===== src/rtl/manchester_frame_tx.sv =====
// Manchester frame transmitter: preamble, sync word, payload and optional even
// parity, each bit sent as two half-bits of HALF_DIV cycles, then an idle gap.
// Latency: line_out shows the first half-bit on the edge after the accepting
// edge. Backpressure: s_ready is low from acceptance until the gap ends.
//
// Ports:
//   clk108     in   clock, rising edge
//   aresetn    in   synchronous active-low reset
//   s_data     in   payload (DATA_W bits), sampled on the accepting edge
//   s_valid    in   payload valid
//   s_ready    out  high while idle and ready to take a frame
//   line_out   out  registered Manchester line
//   busy       out  frame or gap in progress
//   frame_done out  one-cycle pulse during the last cycle of the last frame bit
module manchester_frame_tx #(
  parameter int          DATA_W     = 32,
  parameter int          HALF_DIV   = 1,
  parameter int          PRE_BITS   = 8,
  parameter int          SYNC_W     = 8,
  parameter logic [15:0] SYNC       = 16'h00D5,
  parameter int          MSB_FIRST  = 0,
  parameter int          PARITY_EN  = 1,
  parameter int          GAP_BITS   = 2,
  parameter int          POLARITY   = 0,
  parameter int          IDLE_LEVEL = 0
) (
  input  logic              clk108,
  input  logic              aresetn,
  input  logic [DATA_W-1:0] s_data,
  input  logic              s_valid,
  output logic              s_ready,
  output logic              line_out,
  output logic              busy,
  output logic              frame_done
);

  localparam int MAXB0 = (PRE_BITS > SYNC_W) ? PRE_BITS : SYNC_W;
  localparam int MAXB1 = (MAXB0 > DATA_W) ? MAXB0 : DATA_W;
  localparam int MAXB  = (MAXB1 > GAP_BITS) ? MAXB1 : GAP_BITS;
  localparam int BW    = $clog2(MAXB + 1);
  localparam int HW    = $clog2(HALF_DIV + 1);

  localparam logic [HW-1:0] HALF_LAST = HW'(HALF_DIV - 1);
  localparam logic [BW-1:0] PRE_LAST  = BW'((PRE_BITS > 0) ? PRE_BITS - 1 : 0);
  localparam logic [BW-1:0] SYNC_LAST = BW'(SYNC_W - 1);
  localparam logic [BW-1:0] DATA_LAST = BW'(DATA_W - 1);
  localparam logic [BW-1:0] GAP_LAST  = BW'((GAP_BITS > 0) ? GAP_BITS - 1 : 0);

  localparam logic [SYNC_W-1:0] SYNC_V = SYNC[SYNC_W-1:0];
  localparam logic IDLE_L = (IDLE_LEVEL != 0);
  localparam logic MSB    = (MSB_FIRST != 0);
  localparam logic POL    = (POLARITY != 0);
  localparam logic PAR_ON = (PARITY_EN != 0);

  typedef enum logic [2:0] {
    ST_IDLE,
    ST_PRE,
    ST_SYNC,
    ST_DATA,
    ST_PAR,
    ST_GAP
  } state_t;

  // State after the last frame bit: the gap, or straight back to idle.
  localparam state_t ST_AFTER = (GAP_BITS > 0) ? ST_GAP : ST_IDLE;

  state_t              state_q, state_d;
  logic [HW-1:0]       hcnt_q, hcnt_d;   // cycle within the current half-bit
  logic                phase_q, phase_d; // 0 = first half, 1 = second half
  logic [BW-1:0]       bcnt_q, bcnt_d;   // bit index within the current field
  logic [DATA_W-1:0]   dsh_q, dsh_d;
  logic [SYNC_W-1:0]   ssh_q, ssh_d;
  logic                par_q, par_d;
  logic                s_ready_q, s_ready_d;
  logic                line_q, line_d;
  logic                done_q, done_d;

  logic                half_end;
  logic                bit_end;
  logic                cur_bit;
  logic                tx_on;

  assign half_end = (hcnt_q == HALF_LAST);
  assign bit_end  = phase_q & half_end;

  always_ff @(posedge clk108) begin
    if (!aresetn) begin
      state_q   <= ST_IDLE;
      hcnt_q    <= '0;
      phase_q   <= 1'b0;
      bcnt_q    <= '0;
      dsh_q     <= '0;
      ssh_q     <= '0;
      par_q     <= 1'b0;
      s_ready_q <= 1'b0;
      line_q    <= IDLE_L;
      done_q    <= 1'b0;
    end else begin
      state_q   <= state_d;
      hcnt_q    <= hcnt_d;
      phase_q   <= phase_d;
      bcnt_q    <= bcnt_d;
      dsh_q     <= dsh_d;
      ssh_q     <= ssh_d;
      par_q     <= par_d;
      s_ready_q <= s_ready_d;
      line_q    <= line_d;
      done_q    <= done_d;
    end
  end

  always_comb begin
    state_d = state_q;
    hcnt_d  = hcnt_q;
    phase_d = phase_q;
    bcnt_d  = bcnt_q;
    dsh_d   = dsh_q;
    ssh_d   = ssh_q;
    par_d   = par_q;
    done_d  = 1'b0;
    cur_bit = 1'b0;
    tx_on   = 1'b0;

    // Half-bit timing runs in every active state, gap included; the bit_end
    // wrap leaves hcnt/phase at zero for whatever comes next.
    if (state_q != ST_IDLE) begin
      if (half_end) begin
        hcnt_d  = '0;
        phase_d = ~phase_q;
      end else begin
        hcnt_d = hcnt_q + 1'b1;
      end
    end

    case (state_q)
      ST_IDLE: begin
        if (s_valid && s_ready_q) begin
          state_d = (PRE_BITS > 0) ? ST_PRE : ST_SYNC;
          hcnt_d  = '0;
          phase_d = 1'b0;
          bcnt_d  = '0;
          dsh_d   = s_data;
          ssh_d   = SYNC_V;
          par_d   = ^s_data;
        end
      end
      ST_PRE: begin
        tx_on   = 1'b1;
        cur_bit = ~bcnt_q[0];  // 1,0,1,... starting with 1
        if (bit_end) begin
          if (bcnt_q == PRE_LAST) begin
            state_d = ST_SYNC;
            bcnt_d  = '0;
          end else begin
            bcnt_d = bcnt_q + 1'b1;
          end
        end
      end
      ST_SYNC: begin
        tx_on   = 1'b1;
        cur_bit = MSB ? ssh_q[SYNC_W-1] : ssh_q[0];
        if (bit_end) begin
          ssh_d = MSB ? (ssh_q << 1) : (ssh_q >> 1);
          if (bcnt_q == SYNC_LAST) begin
            state_d = ST_DATA;
            bcnt_d  = '0;
          end else begin
            bcnt_d = bcnt_q + 1'b1;
          end
        end
      end
      ST_DATA: begin
        tx_on   = 1'b1;
        cur_bit = MSB ? dsh_q[DATA_W-1] : dsh_q[0];
        if (bit_end) begin
          dsh_d = MSB ? (dsh_q << 1) : (dsh_q >> 1);
          if (bcnt_q == DATA_LAST) begin
            bcnt_d = '0;
            if (PAR_ON) begin
              state_d = ST_PAR;
            end else begin
              state_d = ST_AFTER;
              done_d  = 1'b1;
            end
          end else begin
            bcnt_d = bcnt_q + 1'b1;
          end
        end
      end
      ST_PAR: begin
        tx_on   = 1'b1;
        cur_bit = par_q;
        if (bit_end) begin
          state_d = ST_AFTER;
          bcnt_d  = '0;
          done_d  = 1'b1;
        end
      end
      ST_GAP: begin
        if (bit_end) begin
          if (bcnt_q == GAP_LAST) begin
            state_d = ST_IDLE;
            bcnt_d  = '0;
          end else begin
            bcnt_d = bcnt_q + 1'b1;
          end
        end
      end
      default: begin
        state_d = ST_IDLE;
      end
    endcase

    // Line is registered one cycle behind the state that computes it, which
    // gives the one-cycle accept-to-line latency and aligns frame_done.
    if (tx_on) begin
      line_d = (POL ? cur_bit : ~cur_bit) ^ phase_q;
    end else begin
      line_d = IDLE_L;
    end

    s_ready_d = (state_d == ST_IDLE);
  end

  assign s_ready    = s_ready_q;
  assign busy       = (state_q != ST_IDLE);
  assign line_out   = line_q;
  assign frame_done = done_q;

endmodule

===== config.mk =====
export PLATFORM = sky130hd
export DESIGN_NAME = manchester_frame_tx
export DESIGN_NICKNAME = d
export VERILOG_FILES = /design/src/rtl/manchester_frame_tx.sv
export SDC_FILE = /design/constraint.sdc
export NUM_CORES = 1
export LEC_CHECK = 0
export CAP_MARGIN = 20
export CORE_ASPECT_RATIO = 1.1
export CORE_MARGIN = 2
export CORE_UTILIZATION = 40
export DETAILED_ROUTE_END_ITERATION = 8
export GPL_TIMING_DRIVEN = 1
export HOLD_SLACK_MARGIN = 0.02
export PLACE_DENSITY = 0.68
export SETUP_SLACK_MARGIN = 0.02
export SLEW_MARGIN = 10
export SYNTH_ARGS = -nofsm -noshare
export SYNTH_HDL_FRONTEND = slang
export SYNTH_SLANG_ARGS = --single-unit

===== constraint.sdc =====
create_clock -name clk108 -period 1.8 [get_ports clk108]
set_input_delay 0.45 -clock clk108 [delete_from_list [all_inputs] [get_ports clk108]]
set_output_delay 0.45 -clock clk108 [all_outputs]
set_load 0.005 [all_outputs]

### Word-level counts from Yosys, hierarchy flattened

Index checks and enable logic that the tools add are counted.

| word-level totals | value |
|---|---|
| output and inout port bits | 4 |
| bits in registers | 55 |
| input bits | 35 |
| logic and storage cells | 85 |

| cells by class | value |
|---|---|
| $add $sub $neg | 2 |
| eq/ne operators | 14 |
| bitwise operators | 6 |
| reduce and logical (&&, ||, !) cells | 16 |
| muxes and demuxes | 37 |

Operators by type and width:

| operator | number |
|---|---|
| 32-bit 2-to-1 mux | 2 |
| 32-bit case mux with 2 select lines | 1 |
| 6-bit 2-to-1 mux | 8 |
| 32-bit parity | 1 |
| 3-bit 2-to-1 mux | 10 |
| 6-bit case mux with 5 select lines | 1 |
| 3-bit case mux with 6 select lines | 1 |
| 8-bit 2-to-1 mux | 2 |
| 8-bit case mux with 2 select lines | 1 |
| 1-bit 2-to-1 mux | 10 |
| 2-bit inequality test (second input constant) | 5 |
| 6-bit by 1-bit adder with 6-bit output (second input constant) | 1 |
| 3-bit by 2-bit equality test with 1-bit output (second input constant) | 2 |
| 3-bit equality test (second input constant) | 2 |
| 6-bit by 1-bit equality test with 1-bit output (second input constant) | 1 |
| 6-bit by 3-bit equality test with 1-bit output (second input constant) | 1 |
| 6-bit by 5-bit equality test with 1-bit output (second input constant) | 1 |
| 3-bit logical NOT | 2 |
| 2-bit AND reduction | 3 |
| 3-bit AND reduction | 2 |
| 6-bit AND reduction | 1 |
| 5-bit nonzero test | 1 |
| 1-bit inverter | 4 |
| 1-bit case mux with 4 select lines | 1 |
| other kinds (10) | 11 |

### Longest topological paths before layout

Gate-level depths: netlist of the first run.

| depth | value |
|---|---|
| depth in word-level cells | 5 |
| mapped depth | 9 |
| depth with buffers taken out | 7 |

### Worst setup path after synthesis of the first run

Ideal clock, no wire load.

| timing | value |
|---|---|
| kind | register -> register |
| start | register bcnt_q[0] |
| end | register state_q[0] |
| period minus slack after synthesis | 1.712 ns |
| setup time | 0.115 ns |
| required time | 1.685 ns |
| buffers on the path | 0 |
| slack | 0.088 ns |
| arrival | 1.597 ns |
| cell stages (with the launch flop) | 7 |
| path through | dfxtp_1 ha_1 and3b_1 and3_1 a21oi_1 a2111o_1 and2_1 |

| on the way | value |
|---|---|
| longest elaborated chain between the ends | 4 |
| elaborated cells on any way between the ends | 12 |
| classes of those cells | eq/ne: 3; mux: 9 |

RTL lines:

| element | RTL line | text |
|---|---|---|
| from (decl) | 70 | `logic [BW-1:0] bcnt_q, bcnt_d;` |
| from (signal assigned) | 102 | `bcnt_q <= bcnt_d;` |
| 6-bit by 1-bit equality test with 1-bit output, or another cell as far along | 201 | `if (bcnt_q == GAP_LAST) begin` |
| 3-bit 2-to-1 mux, on equally long branches (2 in a row) | n/a |  |
| 3-bit case mux with 6 select lines * | 135 | `case (state_q)` |
| to (signal assigned) | 99 | `state_q <= state_d;` |
| to (decl) | 67 | `state_t state_q, state_d;` |

Mark *: on every way between the ends. The rest lies on a longest branch, timed or not.
A chain may end at the register's enable or synchronous reset.

### Final worst setup path of the first run

| timing | value |
|---|---|
| start | input port s_data[31] |
| end | register par_q |

| on the way | value |
|---|---|
| longest elaborated chain between the ends | 1 |

RTL lines:

| element | RTL line | text |
|---|---|---|
| from (decl) | 29 | `input logic [DATA_W-1:0] s_data,` |
| 32-bit parity | 144 | `par_d = ^s_data;` |
| to (signal assigned) | 105 | `par_q <= par_d;` |
| to (decl) | 73 | `logic par_q, par_d;` |

Every way passes these cells.

==> results of run 1 <==
==> worst max path at each step <==
stage                  to  startpoint  cells past startpoint
3_3_place_gp        par_q  s_data[31]                      7
5_1_grt        state_q[0]   bcnt_q[0]                      7
3_5_place_dp        par_q   s_data[0]                      7
6_report            par_q  s_data[31]                      7
2_1_floorplan  state_q[0]   bcnt_q[0]                      6
4_1_cts             par_q   s_data[0]                      7
==> layout make-up <==
type | count | area, sq um | area share
Sequential cell | 55 | 1114 | 0.2853
Clock inverter | 2 | 12.51 | 0.003206
Clock buffer | 6 | 72.57 | 0.01860
Timing Repair Buffer | 83 | 777.0 | 0.1991
Multi-Input combinational cell | 275 | 1795 | 0.4601
Inverter | 6 | 22.52 | 0.005771
Tap cell | 87 | 108.9 | 0.02789
==> cells by family after synthesis <==
logic type / count (synthesis)
XOR/XNOR: 33
AND/OR/NAND/NOR: 167
flip-flops: 55
adder cells (fa/ha/maj): 3
multiplexers: 1
AO/OA/AOI/OAI: 71
buffers and inverters: 36
==> registers in the layout, summed over array words and instances, names as in the netlist <==
name and count:
bcnt_q 6, s_ready 1, state_q 3, frame_done 1, phase_q 1, hcnt_q 1
dsh_q 32, par_q 1, line_out 1, ssh_q 8
==> stage by stage <==
step	power, uW	setup TNS [ns]	setup WS (ns)
2_1_floorplan	1768	0	0.08792
3_3_place_gp	2012	-6.139	-0.3193
3_5_place_dp	2022	-6.155	-0.3029
4_1_cts	2700	0	0.02147
5_1_grt	2805	-0.003769	-0.003769
6_report	2674	0	0.08273
==> timing repair <==
| item | CTS | global route |
|---|---|---|
| setup buffers | 2 | 2 |
| gates resized for setup | 8 | 18 |
| hold buffers | 0 | 0 |
| endpoints found under the setup margin | 14 | 7 |
| pin swaps | 1 | 9 |
==> report_power, final <==
part           internal, uW  switching [uW]
Combinational           361             300
Sequential             1290            44.5
Clock                   273             400
==> routing by layer <==
metal | share of wire | up-vias | GRT usage
met5 | 0 | - | 0
met4 | 0.0084 | 0 | 0.04167
met3 | 0.036 | 7 | 0.02273
met2 | 0.52 | 55 | 0.3147
met1 | 0.44 | 1326 | 0.2013
li1 | - | 1415 | -
==> synthesized netlist by cell type, types with 2 or more instances <==
| library cell | instances |
|---|---|
| o21ai_0 | 6 |
| inv_1 | 6 |
| nand4_1 | 2 |
| a21oi_1 | 9 |
| clkbuf_1 | 14 |
| nand2_2 | 2 |
| a21boi_1 | 3 |
| nand2_1 | 48 |
| and3_1 | 3 |
| ha_1 | 3 |
| a32oi_1 | 2 |
| nor2b_1 | 10 |
| dfxtp_1 | 55 |
| buf_2 | 10 |
| nand3_1 | 61 |
| xor2_1 | 4 |
| o21a_1 | 2 |
| a311oi_1 | 12 |
| xnor2_1 | 29 |
| a21boi_0 | 4 |
| nor2_1 | 21 |
| and2_1 | 3 |
| nor3_1 | 6 |
| o211a_1 | 24 |
| buf_1 | 3 |
| nand3b_1 | 4 |
| buf_4 | 3 |
==> worst max-delay path, cell delays in order <==
cell and delay (ns):
clkdlybuf4s50_1 0.49, xor2_2 0.22, xnor2_1 0.20, xnor2_1 0.11
xnor2_1 0.23, xnor2_1 0.14, a21oi_1 0.07
==> flow_summary_export.csv, run 1 <==
group,metric,value,unit
synth,synth-compound-area-share,0.1972,
sta,setup_viol,0,
global_routing,grt_max_degree,33,
routing,avgViaCountPerCell,5.453,
placement,io_buffers,38,
final_layout,fin_util,0.5310,
synth,synth.area.mux_share,0.003761,
synth,syn_avg_cell_area,8.181,sq um
global_routing,grt_pass1_vias,2561,
sta,skew,0.006473,ns
clock_network,htreeDepth,2,
global_routing,grt_use_total,0.1683,
global_routing,overflow,0,
synth,synth-simple-area-share,0.2691,
sta,hold_viol,0,
final_layout,final_net_count,464,
clock_network,cts_inserted_buffers,5,
placement,gp_congestion,0.8508,
floorplanning,dieArea,0.008194,sq mm
synth,syn_nets,404,
floorplanning,core_region_area,0.007350,sq mm
setup_path,critical_path_class,"input port to flip-flop",
final_layout,final_cell_mix,"nand3_1, dfxtp_1, nand2_1",
routing,wl_per_cell,13.46,um
setup_path,reg2reg_depth,7,
sta,fin_crit_sh,0.9540,
setup_path,critPathLaunchType,"input port",
floorplanning,initial_core_util,0.4074,
clock_network,clk_latency,0.30,ns
setup_path,r2r_slack,0.08,ns
sta,worstMarginPinSlew,0.3690,ns
clock_network,cts_root_buffer,"clkbuf_8",
synth,synth_area,0.002994,sq mm
floorplanning,die_w,86.49,um
floorplanning,io_pins,39,
clock_network,clk_pin_slew,0.10,ns
placement,dp_hpwl,4880,um
synth,synth-xor-area-share,0.09653,
sta,max_freq,582.3,MHz
synth,synth_edf_count,0,
routing,dr.pass1.iters,4,
sta,fin_crit,1.717,ns
power_and_ir_drop,p_per_area,685.2,mW/mm^2
clock_network,cts_buffer_depth,2,
global_routing,grt_antenna_before_repair,0,
synth,synth_cells,366,
final_layout,area_growth,30.34,%
min_path,min_delay_path_depth,2,
final_layout,nFillCells,707,
power_and_ir_drop,irDropWorstVdd,0.0003608,V
synth,synth_fa_ha_area_frac,0.01254,
min_path,hold_class,"flip-flop to flip-flop",
synth,ys_types,44,
final_layout,layout_commonest_cell,"nand3_1",
min_path,min_from,"ssh_q[5]",
clock_network,clkSinkCount,55,
sta,max-slew-margin-rel,0.7538,
synth,yosys.area.top_type,"dfxtp_1",
final_layout,diodes,0,
placement,dpl_cell_area,0.003707,sq mm
synth,synth_ff_type,"dfxtp_1",
sta,fin_hold_ws,0.4544,ns
final_layout,fin_area,0.003902,sq mm
clock_network,tritoncts,"yes",
synth,yosys_warnings,0,
final_layout,final_layout_size_suffix_gt1_frac,0.1756,
job,maxCapViolations,0,
synth,async_flop_share,0,
synth,synth_top_area_frac,0.3677,
power_and_ir_drop,p_leak,0.001726,uW
routing,vias,2803,
routing,drc,0,
setup_path,crit_required,2.00,ns
status,status,"completed",
synth,synth_top_family_by_area,"simple AND/OR/NAND/NOR gates",
routing,drt-total-wl,6920,um
synth,yosys-top-cells-area,"dfxtp_1, nand3_1, xnor2_1, o211a_1, nand2_1",
sta,drv_slew,0,
final_layout,fin_cells,514,
global_routing,grt_pass1_wl,11260,um
floorplanning,die_h,94.74,um
min_path,hold_end,"ssh_q[5]",
routing,drt-initial-drc-count,137,
setup_path,cp-end-kind,"flip-flop",
setup_path,r2r-start,"bcnt_q[0]",
synth,ys_seq_area_frac,0.3677,
setup_path,arrival,1.92,ns
setup_path,reg2reg_to,"state_q[0]",
setup_path,cp_max_fo,2,
routing,ant_nets,0,
floorplanning,rows,33,
synth,yosys_register_bits,55,
placement,dp_cells,502,
(Power assumes the default switching activity.)
==> inputs of run 2 (changes only) <==
--- a/config.mk
+++ b/config.mk
@@ -5,6 +5,7 @@
 export SDC_FILE = /design/constraint.sdc
 export NUM_CORES = 1
 export LEC_CHECK = 0
+export ABC_AREA = 1
 export CAP_MARGIN = 20
 export CORE_ASPECT_RATIO = 1.1
 export CORE_MARGIN = 2
==> flow_summary_export.csv, run 2 <==
group,metric,value,unit
clock_network,cts_buffer_depth,2,
global_routing,grt_pass1_wl,13500,um
setup_path,cp_num_buf_inv,1,
placement,gp_congestion,0.8232,
setup_path,path_cells,"clkdlybuf4s50_1",
routing,vias,3386,
final_layout,final_net_count,625,
setup_path,path_delay_family,"buffers and inverters",
power_and_ir_drop,p_per_area,637.3,mW/mm^2
setup_path,worst_path_max_delay_cell,"clkdlybuf4s50_1",
synth,synth.most_common_cell,"nand2_1",
sta,fin_hold_ws,0.4627,ns
power_and_ir_drop,p_switching,786.4,uW
routing,drt-initial-drc-count,136,
setup_path,critical_path_class,"flip-flop to primary output",
global_routing,grt_use_total,0.1747,
final_layout,diodes,0,
placement,dp_hpwl,5797,um
sta,skew,0.01298,ns
setup_path,crit_required,1.35,ns
synth,synth_top_area_frac,0.3320,
floorplanning,io_pins,39,
sta,max_freq,607.3,MHz
synth,async_flop_share,0,
routing,drc,0,
clock_network,cts_root_buffer,"clkbuf_8",
synth,synth_top_family_by_area,"simple AND/OR/NAND/NOR gates",
synth,synth_fa_ha_area_frac,0.01132,
global_routing,overflow,0,
sta,fin_crit_sh,0.9147,
global_routing,grt_antenna_before_repair,0,
synth,ys_seq_area_frac,0.3320,
status,status,"completed",
sta,hold_viol,0,
synth,synth_area,0.003317,sq mm
power_and_ir_drop,irDropWorstVdd,0.0003688,V
synth,synth.area.mux_share,0,
clock_network,cts_inserted_buffers,5,
final_layout,final_layout_size_suffix_gt1_frac,0.1468,
placement,dpl_cell_area,0.004065,sq mm
final_layout,fin_area,0.004173,sq mm
synth,yosys.area.top_type,"dfxtp_1",
global_routing,grt_pass1_vias,3229,
routing,avgViaCountPerCell,4.879,
synth,synth_cells,518,
power_and_ir_drop,p_int,1873,uW
final_layout,top_register,"dsh_q",
final_layout,layout_commonest_cell,"nand2_1",
setup_path,max_stage_delay,0.51,ns
synth,yosys_register_bits,55,
power_and_ir_drop,p_leak,0.002012,uW
sta,worstMarginPinSlew,0.3064,ns
sta,setup_viol,0,
placement,dp_cells,687,
final_layout,area_growth,25.80,%
synth,syn_nets,556,
synth,syn_avg_cell_area,6.403,sq um
final_layout,nFillCells,844,
power_and_ir_drop,share_comb_of_total_power,0.253,
final_layout,largest_reg_flops,32,
floorplanning,dieArea,0.009038,sq mm
routing,wl_per_cell,10.91,um
final_layout,fin_cells,694,
min_path,hold_class,"flip-flop to flip-flop",
synth,synth-simple-area-share,0.3455,
synth,yosys-top-cells-area,"dfxtp_1, nand2_1, a31oi_1, inv_1, o21ai_1",
clock_network,tritoncts,"yes",
synth,synth_edf_count,0,
job,maxCapViolations,0,
power_and_ir_drop,p_sw_frac,0.2957,
sta,rsz0062_at_grt,"true",
power_and_ir_drop,seqPwrFrac,0.507,
sta,drv_slew,0,
synth,synth-xor-area-share,0.02641,
floorplanning,die_h,99.51,um
sta,fin_crit,1.647,ns
placement,place_ws,-0.1862,ns
final_layout,final_cell_mix,"nand2_1, dfxtp_1, inv_1",
synth,synth-compound-area-share,0.1879,
routing,dr.pass1.iters,4,
setup_path,cp-end-kind,"primary output",
clock_network,clkSinkCount,55,
global_routing,grt_max_degree,31,
placement,io_buffers,38,
synth,ys_types,35,
routing,drt-total-wl,7574,um
floorplanning,initial_core_util,0.4147,
floorplanning,core_region_area,0.007998,sq mm
floorplanning,die_w,90.83,um
power_and_ir_drop,pwr-share-clk,0.240,
clock_network,htreeDepth,2,
sta,max-slew-margin-rel,0.7939,
synth,synth_ff_type,"dfxtp_1",
clock_network,clk_latency,0.31,ns
power_and_ir_drop,p_total,2659,uW
setup_path,critPathLaunchType,"flip-flop",
final_layout,layout_top_registers,"dsh_q: 32 flops, ssh_q: 8 flops, bcnt_q: 6 flops",
synth,yosys_warnings,0,
sta,setup_ws,0.1535,ns
floorplanning,rows,34,
setup_path,cp_max_fo,3,
clock_network,clk_pin_slew,0.10,ns
routing,ant_nets,0,
synth,synthTopCellsByCount,"nand2_1, dfxtp_1, inv_1",
setup_path,arrival,1.20,ns
==> run 2: cell count changes after synthesis, moves of 8 or more <==
| cell | change |
|---|---|
| nor2b_1 | -10 |
| o21ai_0 | +8 |
| nand3_1 | -51 |
| xnor2_1 | -23 |
| a311oi_1 | -12 |
| a31oi_1 | +33 |
| nand2_1 | +162 |
| o211a_1 | -24 |
| nor2_1 | +8 |
| inv_1 | +41 |
| o21ai_1 | +31 |
==> run 2: layer usage <==
metal / vias up / track usage / share of wire
li1: 1799 / - / -
met5: - / 0 / 0
met1: 1526 / 0.2156 / 0.47
met2: 56 / 0.3243 / 0.50
met4: 0 / 0.04429 / 0.0067
met3: 5 / 0.01970 / 0.025
==> run 2: power by group through the flow <==
stage	registers, uW	logic [uW]	clock network, uW
6_report	1350	673	639
5_1_grt	1360	764	703
4_1_cts	1350	677	644
3_5_place_dp	1380	672	0
3_3_place_gp	1370	655	0
2_1_floorplan	1370	417	0
==> run 2: final timing paths <==
path	startpoint	slack [ns]	cells past startpoint	to
setup / recovery	s_ready	0.15	1	s_ready
hold / removal	hcnt_q	0.46	2	hcnt_q
hold reg to reg	hcnt_q	0.46	2	hcnt_q
setup reg to reg	bcnt_q[1]	0.20	9	s_ready
==> run 2: cell type report <==
class / count / area [sq um] / share of cell area
well taps: 108 / 135.1 / 0.03238
flip-flops and latches: 55 / 1110 / 0.2660
inverters: 55 / 214.0 / 0.05127
repair buffers: 81 / 739.5 / 0.1772
clock buffers: 6 / 72.57 / 0.01739
multi-input cells: 389 / 1902 / 0.4558
==> run 2: metrics by stage <==
step            TNS, ns  utilization
4_1_cts               0       0.5192
2_1_floorplan         0            -
5_1_grt        -0.03077       0.5217
3_3_place_gp    -0.4092       0.5083
3_5_place_dp    -0.9977       0.5083
6_report              0       0.5217
==> run 2: timing repair <==
action | 4_1_cts | 5_1_grt
resized for setup | 6 | 8
pin swaps | 1 | 0
cloned | 0 | 0
buffers inserted | 1 | 0
endpoints found under the setup margin | 1 | 9
hold buffers | 0 | 0
==> run 2: cells by family (layout without fill, tap and decap cells) <==
family / Yosys count / after routing
simple gates: 271 / 271
buf+inv: 74 / 142
compound gates: 105 / 105
fa+ha+maj: 3 / 3
xor+xnor: 10 / 10
flops: 55 / 55
==> inputs of run 3 (changes only) <==
--- a/config.mk
+++ b/config.mk
@@ -7,7 +7,6 @@
 export LEC_CHECK = 0
 export ABC_AREA = 1
 export CAP_MARGIN = 20
-export CORE_ASPECT_RATIO = 1.1
 export CORE_MARGIN = 2
 export CORE_UTILIZATION = 40
 export DETAILED_ROUTE_END_ITERATION = 8
==> flow_summary_export.csv, run 3 (same netlist as run 2, synthesis figures left out) <==
group,metric,value,unit
status,status,"completed",
sta,max_freq,607.2,MHz
routing,dr.pass1.iters,4,
setup_path,reg2reg_depth,9,
routing,avgViaCountPerCell,4.907,
placement,dp_hpwl,5829,um
min_path,min_delay_path_depth,2,
power_and_ir_drop,p_per_area,627.4,mW/mm^2
setup_path,cp_max_fo,4,
final_layout,layout_top_registers,"dsh_q: 32 flops, ssh_q: 8 flops, bcnt_q: 6 flops",
floorplanning,die_w,95.06,um
global_routing,grt_antenna_before_repair,0,
global_routing,overflow,0,
power_and_ir_drop,irDropWorstVdd,0.0003329,V
floorplanning,dieArea,0.009036,sq mm
final_layout,diodes,0,
sta,setup_viol,0,
clock_network,cts_inserted_buffers,5,
routing,ant_nets,0,
final_layout,area_growth,27.99,%
final_layout,largest_reg_flops,32,
setup_path,critPathLaunchType,"input port",
routing,wl_per_cell,10.87,um
sta,fin_crit,1.647,ns
final_layout,layout_commonest_cell,"nand2_1",
final_layout,final_cell_mix,"nand2_1, dfxtp_1, inv_1, buf_4, a31oi_1",
sta,worstMarginPinSlew,0.3704,ns
clock_network,clk_latency,0.30,ns
sta,fin_crit_sh,0.9150,
routing,drt-total-wl,7588,um
job,maxCapViolations,0,
global_routing,grt_max_degree,26,
sta,skew,0.004247,ns
placement,io_buffers,38,
final_layout,nFillCells,801,
sta,setup_ws,0.1531,ns
floorplanning,die_h,95.06,um
global_routing,met3_usage,0.03320,
setup_path,r2r-start,"bcnt_q[1]",
min_path,hold_class,"flip-flop to flip-flop",
power_and_ir_drop,p_leak,0.002073,uW
routing,drc,0,
global_routing,use_met1,0.2100,
setup_path,crit_required,2.01,ns
routing,drt-initial-drc-count,130,
final_layout,regArea,0.001110,sq mm
sta,rsz0062_at_grt,"true",
routing,vias,3425,
global_routing,grt_pass1_wl,12930,um
clock_network,clkSinkCount,55,
floorplanning,core_region_area,0.008134,sq mm
final_layout,final_layout_size_suffix_gt1_frac,0.1568,
setup_path,r2r_slack,0.22,ns
setup_path,arrival,1.86,ns
clock_network,hold_buffers,0,
sta,fin_hold_ws,0.4546,ns
global_routing,grt_use_total,0.1768,
clock_network,cts_buffer_depth,2,
setup_path,reg2reg_to,"s_ready",
floorplanning,rows,33,
placement,gp_congestion,0.8689,
clock_network,clk_pin_slew,0.09,ns
global_routing,busiest_layer,"met2",
sta,hold_viol,0,
clock_network,tritoncts,"yes",
min_path,min_from,"hcnt_q",
clock_network,cts_root_buffer,"clkbuf_8",
clock_network,htreeDepth,2,
setup_path,critical_path_class,"input port to flip-flop",
final_layout,top_register,"dsh_q",
setup_path,cp-end-kind,"flip-flop",
floorplanning,io_pins,39,
global_routing,met2_usage,0.3228,
placement,place_ws,-0.2427,ns
floorplanning,initial_core_util,0.4078,
final_layout,fin_util,0.5219,
min_path,hold_end,"hcnt_q",
global_routing,grt_pass1_vias,3081,
final_layout,final_net_count,632,
final_layout,multi_input_area,0.001904,sq mm
sta,max-slew-margin-rel,0.7508,
sta,drv_slew,0,
## run 3: worst max-delay path by stage
| stage | slack, ns | end | start |
|---|---|---|---|
| floorplan | 0.31 | s_ready | bcnt_q[0] |
| global placement | -0.20 | par_q | s_data[31] |
| detailed placement | -0.24 | par_q | s_data[31] |
| CTS | 0.02 | busy | state_q[0] |
| global route | 0.01 | par_q | s_data[16] |
| finish | 0.15 | par_q | s_data[24] |
## run 3: through the flow
| step | area [sq um] | setup TNS, ns | std cells | total power (uW) |
|---|---|---|---|---|
| 3_5_place_dp | 4111 | -0.9917 | 689 | 2063 |
| 4_1_cts | 4213 | 0 | 698 | 2697 |
| 5_1_grt | 4245 | 0 | 698 | 2825 |
| 2_1_floorplan | 3317 | 0 | 518 | 1785 |
| 6_report | 4245 | 0 | 698 | 2663 |
| 3_3_place_gp | 4111 | -0.3154 | 689 | 2042 |
## run 3: report_power, final
group | total [uW] | leakage [uW] | internal, uW | switching (uW)
logic | 686 | 0.00158 | 322 | 364
clock network | 628 | 0.0000371 | 261 | 368
registers | 1350 | 0.000452 | 1300 | 46.7
## run 3: repair_timing
item | 4_1_cts | 5_1_grt
resized for setup | 4 | 12
pin swaps | 1 | 1
setup buffers | 3 | 0
endpoints found under the setup margin | 1 | 8
## run 3: metal layers
layer,part of all wire,up-vias
li1,-,1819
met1,0.47,1546
met2,0.49,49
met3,0.028,11
met4,0.014,0
met5,0,-
## run 3: area by class of cell
cell class,instances,share of cell area
flip-flops and latches,55,0.2614
well taps,105,0.03095
multi-input cells,389,0.4486
clock buffers,6,0.01709
inverters,55,0.05099
repair buffers,88,0.1910
## run 3: worst max-delay path, cell delays in order
cell and delay [ns]:
clkdlybuf4s50_1 0.51, inv_1 0.07, nand2_1 0.06, nand2_1 0.08, nand2_1 0.07, nand2_1 0.07, nand2_1 0.07, nand2_1 0.08
nand2_1 0.08, nand2_1 0.08, nand2_1 0.07, nand3_1 0.07, nand2_1 0.06, inv_1 0.03
